`config.mk`:
```
export PLATFORM = sky130hd
export DESIGN_NAME = roulette_lcd_driver
export DESIGN_NICKNAME = d
export VERILOG_FILES = /design/src/rtl/roulette_pkg.sv /design/src/rtl/roulette_lcd_driver_byte_writer.sv /design/src/rtl/roulette_lcd_driver.sv
export SDC_FILE = /design/constraint.sdc
export NUM_CORES = 1
export LEC_CHECK = 0
export ABC_AREA = 0
export BUFFER_PORTS_ARGS = -buffer_cell sky130_fd_sc_hd__buf_2
export CAP_MARGIN = 20
export CORE_MARGIN = 2
export CORE_UTILIZATION = 45
export DETAILED_ROUTE_END_ITERATION = 6
export GPL_TIMING_DRIVEN = 0
export PLACE_DENSITY = 0.7
export SLEW_MARGIN = 20
export SYNTH_ARGS = -nofsm -noshare
export SYNTH_HDL_FRONTEND = slang
export SYNTH_SLANG_ARGS = --single-unit
```
`constraint.sdc`:
```
create_clock -name clk -period 5.44 [get_ports clk]
set_clock_uncertainty 0.15 [all_clocks]
set_input_delay 0.272 -clock clk [delete_from_list [all_inputs] [get_ports clk]]
set_output_delay 0.272 -clock clk [all_outputs]
set_load 0.1 [all_outputs]
```
`src/rtl/roulette_pkg.sv`:
```
// Encodings and constants shared between the roulette wheel and its LCD driver,
// plus the BCD-to-character mapping used when the display field is rewritten.
package roulette_pkg;

    typedef enum logic [1:0] {
        MODE_IDLE        = 2'b00,
        MODE_SPINNING    = 2'b01,
        MODE_SHOW_RESULT = 2'b10
    } display_mode_e;

    localparam logic [7:0] CMD_FUNCTION_SET = 8'h38;
    localparam logic [7:0] CMD_DISPLAY_ON   = 8'h0C;
    localparam logic [7:0] CMD_CLEAR        = 8'h01;
    localparam logic [7:0] CMD_ENTRY_MODE   = 8'h06;
    localparam logic [7:0] CMD_SET_DDRAM    = 8'h80;

    localparam logic [7:0] CHAR_DIGIT0 = 8'h30;
    localparam logic [7:0] CHAR_BLANK  = 8'h20;
    localparam logic [7:0] CHAR_QUERY  = 8'h3F;
    localparam logic [7:0] CHAR_I      = 8'h49;
    localparam logic [7:0] CHAR_S      = 8'h53;
    localparam logic [7:0] CHAR_R      = 8'h52;

    typedef enum logic [2:0] {
        BW_IDLE,
        BW_SETUP,
        BW_PULSE,
        BW_HOLD,
        BW_WAIT
    } bw_state_e;

    typedef enum logic [1:0] {
        S_POWER_WAIT,
        S_INIT,
        S_IDLE,
        S_UPDATE
    } top_state_e;

    // blank_zero gives leading-zero suppression for the tens position.
    function automatic logic [7:0] digit_char(input logic [3:0] d, input logic blank_zero);
        if (d == 4'hF)
            return CHAR_BLANK;
        else if (d > 4'd9)
            return CHAR_QUERY;
        else if (blank_zero && d == 4'd0)
            return CHAR_BLANK;
        else
            return CHAR_DIGIT0 + {4'h0, d};
    endfunction

endpackage

```
`src/rtl/roulette_lcd_driver_byte_writer.sv`:
```
// Drives one LCD bus write: SETUP, E pulse, HOLD, then the post-write wait.
// RS/data are registered at start and held until the next byte's SETUP.
module lcd_byte_writer
    import roulette_pkg::*;
#(
    parameter logic [31:0] E_CYC   = 32'd1,
    parameter logic [31:0] CMD_CYC = 32'd160,
    parameter logic [31:0] CLR_CYC = 32'd6560
) (
    input  logic       clk,
    input  logic       reset,
    input  logic       start,
    input  logic       rs,
    input  logic [7:0] data,
    input  logic       long_wait,
    output logic       done,
    output logic       lcd_rs,
    output logic       lcd_e,
    output logic [7:0] lcd_data
);

    bw_state_e   state, state_n;
    logic [31:0] cnt, cnt_n;
    logic        rs_q, rs_n;
    logic [7:0]  data_q, data_n;
    logic        long_q, long_n;
    logic        e_q;
    logic [31:0] wait_len;

    assign wait_len = long_q ? CLR_CYC : CMD_CYC;

    // A start in the final WAIT cycle is accepted so bytes run back-to-back.
    always_comb begin
        state_n = state;
        cnt_n   = cnt;
        rs_n    = rs_q;
        data_n  = data_q;
        long_n  = long_q;
        done    = 1'b0;
        case (state)
            BW_IDLE: ;
            BW_SETUP: begin
                state_n = BW_PULSE;
                cnt_n   = 32'd0;
            end
            BW_PULSE: begin
                if (cnt == E_CYC - 32'd1) begin
                    state_n = BW_HOLD;
                    cnt_n   = 32'd0;
                end else begin
                    cnt_n = cnt + 32'd1;
                end
            end
            BW_HOLD: begin
                state_n = BW_WAIT;
                cnt_n   = 32'd0;
            end
            BW_WAIT: begin
                if (cnt == wait_len - 32'd1) begin
                    done    = 1'b1;
                    state_n = BW_IDLE;
                    cnt_n   = 32'd0;
                end else begin
                    cnt_n = cnt + 32'd1;
                end
            end
            default: state_n = BW_IDLE;
        endcase
        if (start && (state == BW_IDLE || done)) begin
            state_n = BW_SETUP;
            cnt_n   = 32'd0;
            rs_n    = rs;
            data_n  = data;
            long_n  = long_wait;
        end
    end

    always_ff @(posedge clk or posedge reset) begin
        if (reset) begin
            state  <= BW_IDLE;
            cnt    <= 32'd0;
            rs_q   <= 1'b0;
            data_q <= 8'h00;
            long_q <= 1'b0;
            e_q    <= 1'b0;
        end else begin
            state  <= state_n;
            cnt    <= cnt_n;
            rs_q   <= rs_n;
            data_q <= data_n;
            long_q <= long_n;
            e_q    <= (state_n == BW_PULSE);
        end
    end

    assign lcd_rs   = rs_q;
    assign lcd_data = data_q;
    assign lcd_e    = e_q;

endmodule

```
`src/rtl/roulette_lcd_driver.sv`:
```
// HD44780 driver for the roulette display: power-up wait, init sequence, then
// rewrites a 4-character field (tens, ones, blank, status) whenever inputs change.
module roulette_lcd_driver
    import roulette_pkg::*;
#(
    parameter int CLOCK_FREQ = 50_000_000,
    parameter int POWERUP_MS = 40,
    parameter int CMD_US     = 40,
    parameter int CLEAR_US   = 1640
) (
    input  logic       clk,
    input  logic       reset,
    input  logic [3:0] bcd_tens,
    input  logic [3:0] bcd_ones,
    input  logic [1:0] display_mode,
    output logic       lcd_rs,
    output logic       lcd_rw,
    output logic       lcd_e,
    output logic [7:0] lcd_data,
    output logic       ready
);

    localparam int E_DIV = CLOCK_FREQ / 4_000_000;
    localparam logic [31:0] E_CYC   = (E_DIV < 1) ? 32'd1 : E_DIV;
    localparam logic [31:0] PWR_CYC = CLOCK_FREQ / 1000 * POWERUP_MS;
    localparam logic [31:0] CMD_CYC = CLOCK_FREQ / 1_000_000 * CMD_US;
    localparam logic [31:0] CLR_CYC = CLOCK_FREQ / 1_000_000 * CLEAR_US;

    top_state_e  state, state_n;
    logic [31:0] pwr_cnt, pwr_cnt_n;
    logic [2:0]  idx, idx_n, sel_idx, last_idx;
    logic        launched, launched_n;
    logic [3:0]  snap_tens, snap_tens_n, snap_ones, snap_ones_n;
    logic [1:0]  snap_mode, snap_mode_n;
    logic        force_upd, force_upd_n;
    logic        ready_q;

    logic        bw_start, bw_rs, bw_long, bw_done;
    logic [7:0]  bw_data, status_char;

    lcd_byte_writer #(
        .E_CYC  (E_CYC),
        .CMD_CYC(CMD_CYC),
        .CLR_CYC(CLR_CYC)
    ) u_writer (
        .clk      (clk),
        .reset    (reset),
        .start    (bw_start),
        .rs       (bw_rs),
        .data     (bw_data),
        .long_wait(bw_long),
        .done     (bw_done),
        .lcd_rs   (lcd_rs),
        .lcd_e    (lcd_e),
        .lcd_data (lcd_data)
    );

    always_comb begin
        status_char = CHAR_QUERY;
        case (snap_mode)
            MODE_IDLE:        status_char = CHAR_I;
            MODE_SPINNING:    status_char = CHAR_S;
            MODE_SHOW_RESULT: status_char = CHAR_R;
            default:          status_char = CHAR_QUERY;
        endcase
    end

    // On done the next byte is presented in the same cycle, so look one index ahead.
    assign sel_idx  = bw_done ? idx + 3'd1 : idx;
    assign last_idx = (state == S_INIT) ? 3'd3 : 3'd4;

    always_comb begin
        bw_rs   = 1'b0;
        bw_data = CMD_SET_DDRAM;
        bw_long = 1'b0;
        if (state == S_INIT) begin
            case (sel_idx)
                3'd0:    bw_data = CMD_FUNCTION_SET;
                3'd1:    bw_data = CMD_DISPLAY_ON;
                3'd2:    bw_data = CMD_CLEAR;
                default: bw_data = CMD_ENTRY_MODE;
            endcase
            bw_long = (bw_data == CMD_CLEAR);
        end else begin
            bw_rs = (sel_idx != 3'd0);
            case (sel_idx)
                3'd0:    bw_data = CMD_SET_DDRAM;
                3'd1:    bw_data = digit_char(snap_tens, 1'b1);
                3'd2:    bw_data = digit_char(snap_ones, 1'b0);
                3'd3:    bw_data = CHAR_BLANK;
                default: bw_data = status_char;
            endcase
        end
    end

    always_comb begin
        state_n     = state;
        pwr_cnt_n   = pwr_cnt;
        idx_n       = idx;
        launched_n  = launched;
        snap_tens_n = snap_tens;
        snap_ones_n = snap_ones;
        snap_mode_n = snap_mode;
        force_upd_n = force_upd;
        bw_start    = 1'b0;
        case (state)
            S_POWER_WAIT: begin
                // Exit one cycle early: the writer's SETUP cycle completes the wait.
                if (pwr_cnt >= PWR_CYC - 32'd2) begin
                    state_n    = S_INIT;
                    idx_n      = 3'd0;
                    launched_n = 1'b0;
                end else begin
                    pwr_cnt_n = pwr_cnt + 32'd1;
                end
            end
            S_INIT, S_UPDATE: begin
                if (!launched) begin
                    bw_start   = 1'b1;
                    launched_n = 1'b1;
                end else if (bw_done) begin
                    if (idx == last_idx) begin
                        state_n = S_IDLE;
                    end else begin
                        bw_start = 1'b1;
                        idx_n    = idx + 3'd1;
                    end
                end
            end
            S_IDLE: begin
                if (force_upd || bcd_tens != snap_tens || bcd_ones != snap_ones ||
                    display_mode != snap_mode) begin
                    snap_tens_n = bcd_tens;
                    snap_ones_n = bcd_ones;
                    snap_mode_n = display_mode;
                    force_upd_n = 1'b0;
                    idx_n       = 3'd0;
                    launched_n  = 1'b0;
                    state_n     = S_UPDATE;
                end
            end
            default: state_n = S_POWER_WAIT;
        endcase
    end

    always_ff @(posedge clk or posedge reset) begin
        if (reset) begin
            state     <= S_POWER_WAIT;
            pwr_cnt   <= 32'd0;
            idx       <= 3'd0;
            launched  <= 1'b0;
            snap_tens <= 4'hF;
            snap_ones <= 4'hF;
            snap_mode <= 2'b00;
            force_upd <= 1'b1;
            ready_q   <= 1'b0;
        end else begin
            state     <= state_n;
            pwr_cnt   <= pwr_cnt_n;
            idx       <= idx_n;
            launched  <= launched_n;
            snap_tens <= snap_tens_n;
            snap_ones <= snap_ones_n;
            snap_mode <= snap_mode_n;
            force_upd <= force_upd_n;
            ready_q   <= (state == S_IDLE);
        end
    end

    assign ready  = ready_q;
    assign lcd_rw = 1'b0;

endmodule

```
* Yosys cells after proc, flatten, opt, wreduce, memory -nomap -nowiden *
Index checks and enable logic that the tools add are counted.
W data, S select, Z words.

storage, ports and cells
  register bits = 96
  input bits = 12
  word-level logic and storage cells = 116

operators by class
  add/subtract/negate cells = 6
  $lt $le $gt $ge = 3
  equal/unequal tests = 28
  mux-type cells = 44
  bitwise operators = 1
  reductions and logical operators = 19

operators with widths
  kind                     number
  $mux W32                 3
  $pmux W32 S3             1
  $add A32 B1 Y32 const B  2
  $mux W7                  5
  $eq A32 B32 Y1           1
  $eq A32 B4 Y1 const B    1
  $ge A32 B21 Y1 const B   1
  $pmux W8 S4              1
  $sub A32 B1 Y32 const B  1
  $mux W3                  10
  $pmux W7 S3              1
  $pmux W6 S3              1
  $mux W17                 1
  $mux W8                  2
  $eq A3 B2 Y1 const B     5
  $pmux W3 S5              1
  $add A6 B4 Y7 const A    2
  $ne A2 B2 Y1 const B     6
  $mux W1                  10
  $mux W2                  5
  $reduce_and A5 Y1        2
  $pmux W3 S3              1
  $eq A4 B4 Y1 const B     2
  $eq A8 B1 Y1 const B     1
  other kinds (21)         35

* Depth between registers and ports, before layout *
  word-level depth = 11
  gate-level depth with buffers = 9
  mapped depth without buffers = 8

* Cells and area by module *
Synthesis repeated with hierarchy kept, for this count alone.

unflattened totals
  cells, all modules = 533
  area total of the unflattened synthesis = 5,243.8 um^2

by module, submodules not included
  module               times used  cells each  area an instance (um^2)  seq. area each (um^2)
  roulette_lcd_driver  1           262         2,678.8                  1,262.5
  lcd_byte_writer      1           271         2,565.0                  1,151.1

* Worst setup path after synthesis *
OpenSTA, ideal clock, no wires.

  path type = reg-to-reg
  from = reg u_writer.cnt[0]
  to = reg u_writer.data_q[4], in the netlist u_writer.lcd_data[4]
  setup time = 140 ps
  arrival time = 2,235 ps
  path slack = 2,915 ps
  cell stages (with the launch flop) = 8
  path buffers = 0
  cells stage by stage = dfrtp_1 -> ha_1 -> nor4b_4 -> nand4_4 -> or4b_4 -> a32o_1 -> a222oi_1 -> o221ai_1

on the way
  word-level cells in the longest chain between the ends = 8
  elaborated cells on any way between the ends = 17
  classes of those cells = eq/ne (4); mux (10); reduce/logical (3)

RTL lines
  what                                        RTL line                                              RTL
  start, declared                             roulette_lcd_driver_byte_writer.sv:23                 logic [31:0] cnt, cnt_n;
  start signal, assigned                      roulette_lcd_driver_byte_writer.sv:88                 cnt <= cnt_n;
  $eq A32 B32 Y1 *                            roulette_lcd_driver_byte_writer.sv:59                 if (cnt == wait_len - 32'd1) begin
  $mux W1 *                                   roulette_lcd_driver_byte_writer.sv:59
  $mux W1 *                                   roulette_lcd_driver_byte_writer.sv:40                 case (state)
  $mux W3                                     roulette_lcd_driver.sv:69                             assign sel_idx = bw_done ? idx + 3'd1 : idx;
  $eq A3 B2 Y1, or another cell as far along  roulette_lcd_driver.sv:77, roulette_lcd_driver.sv:86
  $pmux W6 S3                                 roulette_lcd_driver.sv:77                             case (sel_idx)
  $mux W8 (2 in a row)                        roulette_lcd_driver.sv:76                             if (state == S_INIT) begin
  end signal, assigned                        roulette_lcd_driver_byte_writer.sv:90                 data_q <= data_n;
  end, declared                               roulette_lcd_driver_byte_writer.sv:25                 logic [7:0] data_q, data_n;

Mark *: on every way between the ends. The rest lies on a longest branch, timed or not. The select of a mux whose other input is x is not followed.
A chain may end at the register's enable or synchronous reset.

* Final worst setup path *
  from = reg u_writer.cnt[0]
  to = reg u_writer.cnt[25]

on the way
  word-level cells in the longest chain between the ends = 8
  elaborated cells on any way between the ends = 15
  classes of those cells = add/sub (1); eq/ne (2); mux (9); reduce/logical (3)

RTL lines
  what
  parallel branches: the longest is 8 deep, another holds $add A32 B1 Y32

Parallel ways; which one is timed is not known.

==> flow_summary.json <==
{
  "grt_pass1_wl_microns": 18600,
  "cts_tree": "built",
  "gp_congestion": 0.817,
  "grt_overflow": 0,
  "status": "finished clean",
  "vdd_drop_max_mv": 0.176,
  "htreeDepth": 3,
  "start_util_pct": 46.1,
  "cts_sinks": 96,
  "final_layout_size_suffix_gt1_share_pct": 15.0,
  "grt_pass1_vias": 3998,
  "ys_seq_area_share_pct": 46.0,
  "cts_max_path_buffers": 2,
  "die_area_sq_um": 12500,
  "drt_wl_total_microns": 10700,
  "reg2reg_from": "u_writer.cnt[0]",
  "syn_area_sq_um": 5240,
  "fmax_ghz": 0.327,
  "cts_made_buffers": 9,
  "hold_viol_final": 0,
  "hpwlAfterDp_microns": 7670,
  "grt_max_degree": 78,
  "grt_use_total_pct": 17.9,
  "cts.clk_slew.worst_paths_ns": 0.07,
  "post_cts_resized": 0,
  "avgRoutedWirePerCell_microns": 14.8,
  "postCtsSetupRepairBufs": 0,
  "required_ns": 5.52,
  "drtIter0Drc": 179,
  "cp_max_fo": 10,
  "drc": 0,
  "synth_flop_cell": "dfrtp_1",
  "ios": 24,
  "cellLeakagePower_nw": 2.57,
  "drv_cap": 0,
  "antenna_found_initial": 0,
  "synth_enable_flop_cells": 0,
  "start_kind": "flip-flop",
  "ys_ff_latch": 96,
  "die_h_microns": 112,
  "ff2ff_setup_slack_ns": 2.38,
  "min_from": "display_mode[0]",
  "worstSkewPairLatency_ns": 0.35,
  "min_period_over_period_pct": 56.2,
  "hold_ws_ns": 0.0242,
  "synth_cell_type_count": 69,
  "avgSynthCellArea_sq_um": 9.80,
  "relSlewSlack_pct": 43.7,
  "rsz0062_at_grt": "false",
  "synth_warnings": 0,
  "endpoint_kind": "flip-flop",
  "core_area_sq_um": 11400,
  "antenna_left": 0,
  "fin_nets": 589,
  "worstPathArrival_ns": 3.14,
  "die_w_microns": 112,
  "rows": 39,
  "crit_type": "reg -> reg",
  "syn_inst": 535,
  "setup_viol": 0,
  "cts_root_buf": "clkbuf_16",
  "startpoint": "u_writer.cnt[0]",
  "total_power_mw": 1.41,
  "fillerInstances": 1024,
  "setup_slack_ns": 2.38,
  "drv_slew": 0,
  "vias": 4056,
  "port_buffers": 22,
  "max_slew.worst_pin.slew_ns": 0.838,
  "power_density_nw_per_um2": 240,
  "period_needed_ns": 3.06,
  "syn-num-nets": 554,
  "preCtsSetupSlack_ns": 2.42,
  "areaGrowthSynthToFinish_pct": 12.3,
  "via_per_inst": 5.65,
  "fin_tns_setup_ns": 0,
  "antenna_cells": 0,
  "hp-class": "in -> reg",
  "dr.pass1.iters": 5,
  "async_reset_ff_share_pct": 100
}
final timing paths:
path,to,cells past startpoint
setup reg to reg,u_writer.cnt[25],8
min in group asynchronous,u_writer.cnt[26],3
max in group asynchronous,snap_ones[1],4
hold reg to reg,pwr_cnt[31],1
hold / removal,snap_mode[0],3
setup / recovery,u_writer.cnt[25],8
layer usage:
layer | vias up | track usage, % | routed length [microns]
li1 | 1981 | - | -
met1 | 2008 | 24.2 | 5010
met2 | 56 | 29.2 | 5190
met3 | 11 | 3.86 | 286
met4 | 0 | 5.43 | 171
met5 | - | 0 | 0
layout make-up:
type | count | area [sq um] | area share (%)
Multi-Input combinational cell | 388 | 2610 | 44.3
Sequential cell | 96 | 2410 | 41.0
Clock buffer | 10 | 239 | 4.06
Tap cell | 143 | 179 | 3.04
Timing Repair Buffer | 24 | 148 | 2.51
Buffer | 31 | 144 | 2.44
Inverter | 20 | 80.1 | 1.36
Clock inverter | 6 | 73.8 | 1.25
sequential cells by signal, indices dropped and copies added, names as in the netlist, 2 cells and up:
signal,cells
idx,3
pwr_cnt,32
snap_mode,2
snap_ones,4
snap_tens,4
state,2
u_writer.cnt,32
u_writer.lcd_data,8
u_writer.state,3
synth_stat cells, types with 3 or more instances:
cell type	instances	area (sq um)
mux2_2	8	90.1
a211oi_1	4	30.0
and4_1	10	87.6
nor4_2	3	37.5
nand3_1	28	140
nor4_1	14	87.6
and3_1	9	56.3
dfrtp_1	87	2180
dfstp_2	9	236
and2_1	3	18.8
mux2i_1	6	60.1
xor2_1	12	105
buf_2	7	35.0
nor3_1	18	90.1
clkbuf_1	21	78.8
o21ai_0	14	70.1
a21o_1	3	22.5
nand2_1	54	203
inv_1	20	75.1
nor2b_1	4	25.0
nand4_1	15	93.8
nand2b_1	5	31.3
nor4b_1	4	35.0
ha_1	7	87.6
nor2_1	50	188
o211ai_1	8	60.1
or2_2	4	25.0
or4_1	3	22.5
a21oi_1	9	45.0
xnor2_1	44	385
critical path, stage by stage (launching register included):
cell and delay [ns]:
dfrtp_1 0.44, ha_1 0.29, nor4b_4 0.28, nand4_4 0.21, nor4_2 0.57, nor3_2 0.22, nor3_2 0.39, buf_2 0.30
nor2_1 0.08
stage by stage:
stage	cells	instance area, sq um	utilization [%]
final	718	5890	51.8
after global placement	700	5530	48.6
after detailed placement	701	5560	48.9
after CTS	718	5890	51.8
after global routing	718	5890	51.8
after floorplan	535	5240	-
cell families (layout without fill, tap and decap cells):
family                   count (synthesis)  count (layout)  share of synthesized area [%]
AO/OA/AOI/OAI                           69              69                           10.1
XOR/XNOR                                56              56                           9.36
adder cells (fa/ha/maj)                  7               7                           1.67
buffers and inverters                   51              91                           4.18
flip-flops                              96              96                           46.0
multiplexers                            14              14                           2.86
other                                    1               1                         0.0715
AND/OR/NAND/NOR                        241             241                           25.7
where the power goes:
part / internal [mW] / switching [mW]
registers: 0.714 / 0
logic: 0.00855 / 0.0210
clock network: 0.376 / 0.292
placed cells by master (no fill, tap or decap), types with 7 or more instances in the layout:
cell type  count
a21oi_1        9
and3_1         9
and4_1        10
buf_2         29
clkbuf_1      21
clkbuf_16      9
dfrtp_1       87
dfstp_2        9
ha_1           7
inv_1         19
mux2_2         8
nand2_1       54
nand3_1       28
nand4_1       15
nor2_1        50
nor3_1        18
nor4_1        14
o211ai_1       8
o21ai_0       14
xnor2_1       44
xor2_1        12
what timing repair did:
item,CTS,global route
hold buffers,1,0
setup endpoints to repair,0,0
endpoints found under the hold margin,19,0
Power figures use the tool's default switching activity.
